<file path="src/rtl/note_pkg.sv">
// note_pkg: shared types and constants for the pitch-to-note controller.
//   note_code_t   : packed note code {letter[2:0], acc[1:0], oct[2:0]}
//   note_result_t : classification result (silence flag + note code)
//   state_t       : main FSM states
//   BASE_FREQ     : lower semitone boundaries of the 440..879 Hz reference octave
//   NOTE_MAP      : {letter, acc} for each semitone index
package note_pkg;

    typedef struct packed {
        logic [2:0] letter;
        logic [1:0] acc;
        logic [2:0] oct;
    } note_code_t;

    typedef struct packed {
        logic       silent;
        note_code_t code;
    } note_result_t;

    typedef enum logic [1:0] {
        IDLE   = 2'd0,
        FOLD   = 2'd1,
        SEARCH = 2'd2,
        DECIDE = 2'd3
    } state_t;

    localparam logic [10:0] REF_LO = 11'd440;
    localparam logic [10:0] REF_HI = 11'd880;

    localparam logic [9:0] BASE_FREQ [12] = '{
        10'd440, 10'd466, 10'd494, 10'd523, 10'd554, 10'd587,
        10'd622, 10'd659, 10'd698, 10'd740, 10'd784, 10'd831
    };

    // {letter[2:0], acc[1:0]}: A, A#, B, C, C#, D, D#, E, F, F#, G, G#
    localparam logic [4:0] NOTE_MAP [12] = '{
        5'b000_00, 5'b000_01, 5'b001_00, 5'b010_00, 5'b010_01, 5'b011_00,
        5'b011_01, 5'b100_00, 5'b101_00, 5'b101_01, 5'b110_00, 5'b110_01
    };

    localparam note_result_t SILENCE = '{silent: 1'b1, code: 8'h00};

endpackage

</file>
<file path="src/rtl/note_track_ctrl_debounce.sv">
// note_debounce: publishes a classification only after STABLE_COUNT
// consecutive identical results, and only when it differs from what is
// already published.
//   clk, rst_n      : clock, asynchronous active-low reset
//   result_strobe   : one-cycle strobe, result is valid
//   result          : classification from the main FSM
//   note_code       : committed note code (0 for silence)
//   note_silent     : committed state is silence
//   note_valid      : one-cycle pulse on each new commit
module note_debounce
    import note_pkg::*;
#(
    parameter int unsigned STABLE_COUNT = 3
) (
    input  logic         clk,
    input  logic         rst_n,
    input  logic         result_strobe,
    input  note_result_t result,
    output logic [7:0]   note_code,
    output logic         note_silent,
    output logic         note_valid
);

    note_result_t cand_r;
    logic [3:0]   count_r;
    logic [7:0]   code_r;
    logic         silent_r;
    logic         valid_r;

    logic [3:0]   count_next_s;
    logic         commit_s;

    // Next match count (saturating at 15) and commit decision for this result.
    always_comb begin
        count_next_s = 4'd1;
        commit_s     = 1'b0;
        if (result == cand_r) begin
            if (count_r == 4'd15) begin
                count_next_s = 4'd15;
            end else begin
                count_next_s = count_r + 4'd1;
            end
        end else begin
            count_next_s = 4'd1;
        end
        if ((count_next_s == 4'(STABLE_COUNT)) &&
            (result != note_result_t'({silent_r, code_r}))) begin
            commit_s = 1'b1;
        end else begin
            commit_s = 1'b0;
        end
    end

    // Candidate tracking and registered publication of committed notes.
    always_ff @(posedge clk or negedge rst_n) begin
        if (!rst_n) begin
            cand_r   <= SILENCE;
            count_r  <= 4'd0;
            code_r   <= 8'h00;
            silent_r <= 1'b1;
            valid_r  <= 1'b0;
        end else begin
            valid_r <= 1'b0;
            if (result_strobe) begin
                cand_r  <= result;
                count_r <= count_next_s;
                if (commit_s) begin
                    code_r   <= result.code;
                    silent_r <= result.silent;
                    valid_r  <= 1'b1;
                end
            end
        end
    end

    assign note_code   = code_r;
    assign note_silent = silent_r;
    assign note_valid  = valid_r;

endmodule

</file>
<file path="src/rtl/note_track_ctrl.sv">
// note_track_ctrl: accepts frequency samples, folds them into the
// 440..879 Hz reference octave, classifies against the semitone table with
// one shared comparator, and hands results to the debouncer.
//   clk_in, rst_n_in : clock, asynchronous active-low reset
//   freq_in          : frequency sample (Hz), qualified by freq_valid_in
//   freq_ready_out   : high in IDLE, a sample may be transferred
//   note_code_out    : committed note {letter, acc, octave band}
//   note_silent_out  : committed state is silence
//   note_valid_out   : one-cycle pulse per new commit
//   busy_out         : FSM is processing a sample
module note_track_ctrl
    import note_pkg::*;
#(
    parameter int unsigned FREQ_W       = 32,
    parameter int unsigned STABLE_COUNT = 3,
    parameter int unsigned MIN_FREQ     = 28,
    parameter int unsigned MAX_FREQ     = 7040
) (
    input  logic              clk_in,
    input  logic              rst_n_in,
    input  logic [FREQ_W-1:0] freq_in,
    input  logic              freq_valid_in,
    output logic              freq_ready_out,
    output logic [7:0]        note_code_out,
    output logic              note_silent_out,
    output logic              note_valid_out,
    output logic              busy_out
);

    state_t            state_r;
    logic [FREQ_W-1:0] f_r;
    logic [2:0]        oct_r;
    logic [3:0]        idx_r;
    logic [3:0]        sel_r;
    logic              silent_r;
    note_result_t      result_r;
    logic              strobe_r;
    logic              ready_r;
    logic              busy_r;

    // Main FSM: fold, sequential table search, and result hand-off.
    always_ff @(posedge clk_in or negedge rst_n_in) begin
        if (!rst_n_in) begin
            state_r  <= IDLE;
            f_r      <= '0;
            oct_r    <= 3'd4;
            idx_r    <= 4'd0;
            sel_r    <= 4'd0;
            silent_r <= 1'b0;
            result_r <= SILENCE;
            strobe_r <= 1'b0;
            ready_r  <= 1'b1;
            busy_r   <= 1'b0;
        end else begin
            strobe_r <= 1'b0;
            case (state_r)
                IDLE: begin
                    if (freq_valid_in && ready_r) begin
                        f_r     <= freq_in;
                        oct_r   <= 3'd4;
                        idx_r   <= 4'd0;
                        sel_r   <= 4'd0;
                        ready_r <= 1'b0;
                        busy_r  <= 1'b1;
                        if ((freq_in < FREQ_W'(MIN_FREQ)) || (freq_in >= FREQ_W'(MAX_FREQ))) begin
                            silent_r <= 1'b1;
                            state_r  <= DECIDE;
                        end else begin
                            silent_r <= 1'b0;
                            state_r  <= FOLD;
                        end
                    end
                end
                FOLD: begin
                    // Band limits keep oct_r within 0..7, so no wrap is possible.
                    if (f_r >= FREQ_W'(REF_HI)) begin
                        f_r   <= f_r >> 1;
                        oct_r <= oct_r + 3'd1;
                    end else if (f_r < FREQ_W'(REF_LO)) begin
                        f_r   <= f_r << 1;
                        oct_r <= oct_r - 3'd1;
                    end else begin
                        idx_r   <= 4'd0;
                        state_r <= SEARCH;
                    end
                end
                SEARCH: begin
                    // Ascending table: last passing index is the floor match.
                    if (f_r >= FREQ_W'(BASE_FREQ[idx_r])) begin
                        sel_r <= idx_r;
                    end
                    if (idx_r == 4'd11) begin
                        state_r <= DECIDE;
                    end else begin
                        idx_r <= idx_r + 4'd1;
                    end
                end
                DECIDE: begin
                    if (silent_r) begin
                        result_r <= SILENCE;
                    end else begin
                        result_r <= '{silent: 1'b0, code: {NOTE_MAP[sel_r], oct_r}};
                    end
                    strobe_r <= 1'b1;
                    ready_r  <= 1'b1;
                    busy_r   <= 1'b0;
                    state_r  <= IDLE;
                end
                default: begin
                    ready_r <= 1'b1;
                    busy_r  <= 1'b0;
                    state_r <= IDLE;
                end
            endcase
        end
    end

    assign freq_ready_out = ready_r;
    assign busy_out       = busy_r;

    note_debounce #(
        .STABLE_COUNT (STABLE_COUNT)
    ) u_debounce (
        .clk           (clk_in),
        .rst_n         (rst_n_in),
        .result_strobe (strobe_r),
        .result        (result_r),
        .note_code     (note_code_out),
        .note_silent   (note_silent_out),
        .note_valid    (note_valid_out)
    );

endmodule

</file>
<file path="config.mk">
export PLATFORM = sky130hd
export DESIGN_NAME = note_track_ctrl
export DESIGN_NICKNAME = d
export VERILOG_FILES = /design/src/rtl/note_pkg.sv /design/src/rtl/note_track_ctrl_debounce.sv /design/src/rtl/note_track_ctrl.sv
export SDC_FILE = /design/constraint.sdc
export NUM_CORES = 1
export LEC_CHECK = 0
export CAP_MARGIN = 20
export CORE_MARGIN = 4
export CORE_UTILIZATION = 26
export CTS_BUF_LIST = sky130_fd_sc_hd__clkbuf_4
export DETAILED_ROUTE_END_ITERATION = 6
export SLEW_MARGIN = 15
export SYNTH_ARGS = -nofsm -noshare
export SYNTH_HDL_FRONTEND = slang
export SYNTH_SLANG_ARGS = --single-unit
</file>
<file path="constraint.sdc">
create_clock -name clk_in -period 3.1 [get_ports clk_in]
set_input_delay 0.62 -clock clk_in [delete_from_list [all_inputs] [get_ports clk_in]]
set_output_delay 0.62 -clock clk_in [all_outputs]
set_load 0.01 [all_outputs]
</file>
==> reports/metrics.cfg <==
[logic_synthesis]
synth-main-ff-cell = dfrtp_1
netlist_top_cells_area = dfrtp_1 (40%), mux2i_1 (8.6%), ha_1 (7.7%)
synth_cells = 458
async_flop_share = 1.00
netlist_area_sq_mm = 0.00456
synth_seq_cells = 78
synth.distinct_cells = 49
synth_top_area_frac = 0.400
synth-seq-area-share = 0.429
synth_warnings = 0
netlist.top_cell.by_area = dfrtp_1
synth_edf_count = 0
synthesis.nets = 522
avgSynthCellArea_sq_um = 9.96

[placement]
gp_congestion = 0.787
hpwlAfterDp_um = 7970
port_buffers = 45
dp_cells = 720
pre_cts_ws_ns = 0.132

[outcome]
status = finished clean

[timing]
rsz0062_at_grt = false
relSlewSlack = 0.595
finalHoldViolCount = 0
fmax_mhz = 358
worst_pin_slew_ns = 0.602
setup_viol = 0
tns_ns = 0
slew_viol_final = 0
fin_hold_ws_ns = 0.0280
fin_crit_ns = 2.79
finClkSkew_ns = 0.0157
layout_setup_ws_ns = 0.308
period_share = 0.901

[die]
die-area_sq_mm = 0.0197
die_y_um = 140
coreArea_sq_mm = 0.0172
rows = 48
ios = 47
initial_core_util = 0.265
die_w_um = 140

[layout]
syn_to_final_growth_pct = 20.7
nets = 571
finalNonFillerCells = 738
drive_gt1_frac = 0.131
fill_cells = 1771

[worst_setup_path]
cp_max_fo = 7
cp_slowest_cell = dfrtp_1
regToRegEndpoint = sel_r[3]$_DFFE_PN0P_
critPathMaxStageDelay_ns = 0.51
rr_worst_depth = 11
path_buf_inv = 2
rrSetupSlack_ns = 0.31
cp-end-kind = register
cp_common_cell = ha_1
r2r-start = idx_r[1]$_DFFE_PN0P_
worst_ep_required_time_ns = 3.47
arrival_ns = 3.16
path_delay_family = compound AO/OA/AOI/OAI gates
start_kind = register
worst-setup-path-type = register to register
cp_cell_sequence = inv_1, ha_1, nand2_1, o21ai_0, ha_1, a21o_1, a2111oi_2, buf_4, o21bai_1, o21ai_1, mux2i_1

[pwr]
power_density_mw_per_mm2 = 329
ir_worst_vdd_mv = 0.179
power_leakage_nw = 2.49

[global_routing]
antenna_found_initial = 1
grt_pass1_vias = 3581
grt_max_degree = 79
overflow = 0
grt_use_total = 0.108
grt_pass1_wl_um = 17500

[detailed_routing]
drc = 0
ant_nets = 0
wirelength_um = 10400
via_count = 3523
drtPass1Iterations = 4
drt_iter0_markers = 155
wl_per_cell_um = 14.1
vias_per_cell = 4.77

[clock_tree]
cts_root_buf = clkbuf_4
tritoncts = done
clk_pin_slew_ns = 0.13
cts.sinks = 78
clk_latency_ns = 0.44
numCtsBuffers = 9
ctsHoldBuffers = 0
clk_path_buf_depth = 2
cts_setup_buffers = 0
cts.htree.levels = 3

[job]
maxCapViolations = 0

[worst_hold_path]
hp-class = input port to asynchronous set/reset pin

-- metrics by stage --
step | utilization | area [sq um] | power, W
after floorplan | - | 4560 | 0.00105
after global placement | 0.308 | 5310 | 0.00113
after detailed placement | 0.308 | 5310 | 0.00113
after CTS | 0.318 | 5470 | 0.00184
after global routing | 0.320 | 5510 | 0.00189
final | 0.320 | 5510 | 0.00181
-- placed cells by master, fill, tap and decap left out, types with 2 or more instances in the layout --
cell type / instances
and3_1: 3
a21oi_1: 40
a21boi_0: 2
mux2_2: 23
nand4_1: 4
mux2i_1: 39
ha_1: 27
nor4_1: 10
o2bb2ai_1: 7
nand2_1: 35
nand2b_1: 3
or4_1: 3
clkdlybuf4s50_1: 44
o21ai_0: 30
clkinv_4: 2
nor2_1: 36
bufinv_16: 2
nor2b_1: 8
dfstp_2: 5
dfrtp_1: 73
a31oi_1: 3
nand3_1: 12
inv_1: 22
xor2_1: 8
xnor2_1: 11
buf_4: 12
clkbuf_4: 10
a21o_1: 4
o211ai_1: 5
nor4_2: 4
-- logic make-up after synthesis --
family / Yosys count / synth area share
and+or+nand+nor: 120 / 0.129
AOI/OAI and AO/OA: 108 / 0.146
DFF: 78 / 0.429
muxes: 62 / 0.142
buffers and inverters: 41 / 0.0351
adders and majority gates: 29 / 0.0812
xor gates and xnor gates: 19 / 0.0365
other: 1 / 0.000822
-- timing repair --
item,in CTS,in global routing
gates resized for setup,0,2
endpoints found under the setup margin,0,4
hold endpoints to repair,0,0
-- flip-flops by register name, indices dropped and copies added (netlist names) --
register / cells
f_r: 32
result_r: 8
u_debounce.cand_r: 8
u_debounce.note_code: 7
idx_r: 4
sel_r: 4
u_debounce.count_r: 4
oct_r: 3
state_r: 2
busy_out: 1
freq_ready_out: 1
silent_r: 1
strobe_r: 1
u_debounce.note_silent: 1
u_debounce.note_valid: 1
-- cell usage after synthesis (2+ instances only) --
library cell / count
dfrtp_1: 73
a21oi_1: 41
mux2i_1: 39
nor2_1: 36
nand2_1: 35
o21ai_0: 30
ha_1: 28
mux2_2: 23
inv_1: 22
clkbuf_1: 15
nand3_1: 12
xnor2_1: 11
nor4_1: 10
nor2b_1: 8
xor2_1: 8
o2bb2ai_1: 7
dfstp_2: 5
o211ai_1: 5
a21o_1: 4
nand4_1: 4
nor4_2: 4
a31oi_1: 3
and3_1: 3
nand2b_1: 3
or4_1: 3
a21boi_0: 2
buf_2: 2
-- layer usage --
metal	up-vias	part of all wire	global-route usage	wire [um]
li1	1744	-	-	-
met1	1708	0.50	0.148	5190
met2	58	0.45	0.168	4750
met3	13	0.035	0.0273	363
met4	0	0.013	0.0311	138
met5	-	0	0	0
-- worst max path at each step --
stage                               from                     end  slack (ns)  cells past startpoint
finish              idx_r[1]$_DFFE_PN0P_    sel_r[3]$_DFFE_PN0P_        0.31                     11
floorplan           idx_r[1]$_DFFE_PN0P_    sel_r[3]$_DFFE_PN0P_        0.54                      9
global placement             freq_in[27]  state_r[1]$_DFFE_PN0P_        0.23                      7
CTS                 idx_r[1]$_DFFE_PN0P_    sel_r[3]$_DFFE_PN0P_        0.11                     11
global route        idx_r[1]$_DFFE_PN0P_    sel_r[2]$_DFFE_PN0P_        0.08                     10
detailed placement           freq_in[27]  state_r[1]$_DFFE_PN0P_        0.13                      7
-- power breakdown --
group	internal (W)	total (W)	switching (W)
clock network	0.000335	0.000698	0.000363
registers	0.00102	0.00102	0
logic	0.0000506	0.0000950	0.0000445
total	0.00140	0.00181	0.000407
-- final cells by class --
type | instances | area [sq um] | share of cell area
timing repair buffer | 57 | 558 | 0.101
multi-input combinational | 339 | 2460 | 0.447
clock buffer | 10 | 75.1 | 0.0136
clock inverter | 6 | 86.3 | 0.0157
tap | 225 | 282 | 0.0511
antenna | 1 | 2.50 | 0.000454
inverter | 22 | 82.6 | 0.0150
sequential | 78 | 1960 | 0.355
Power figures use the tool's default switching activity.
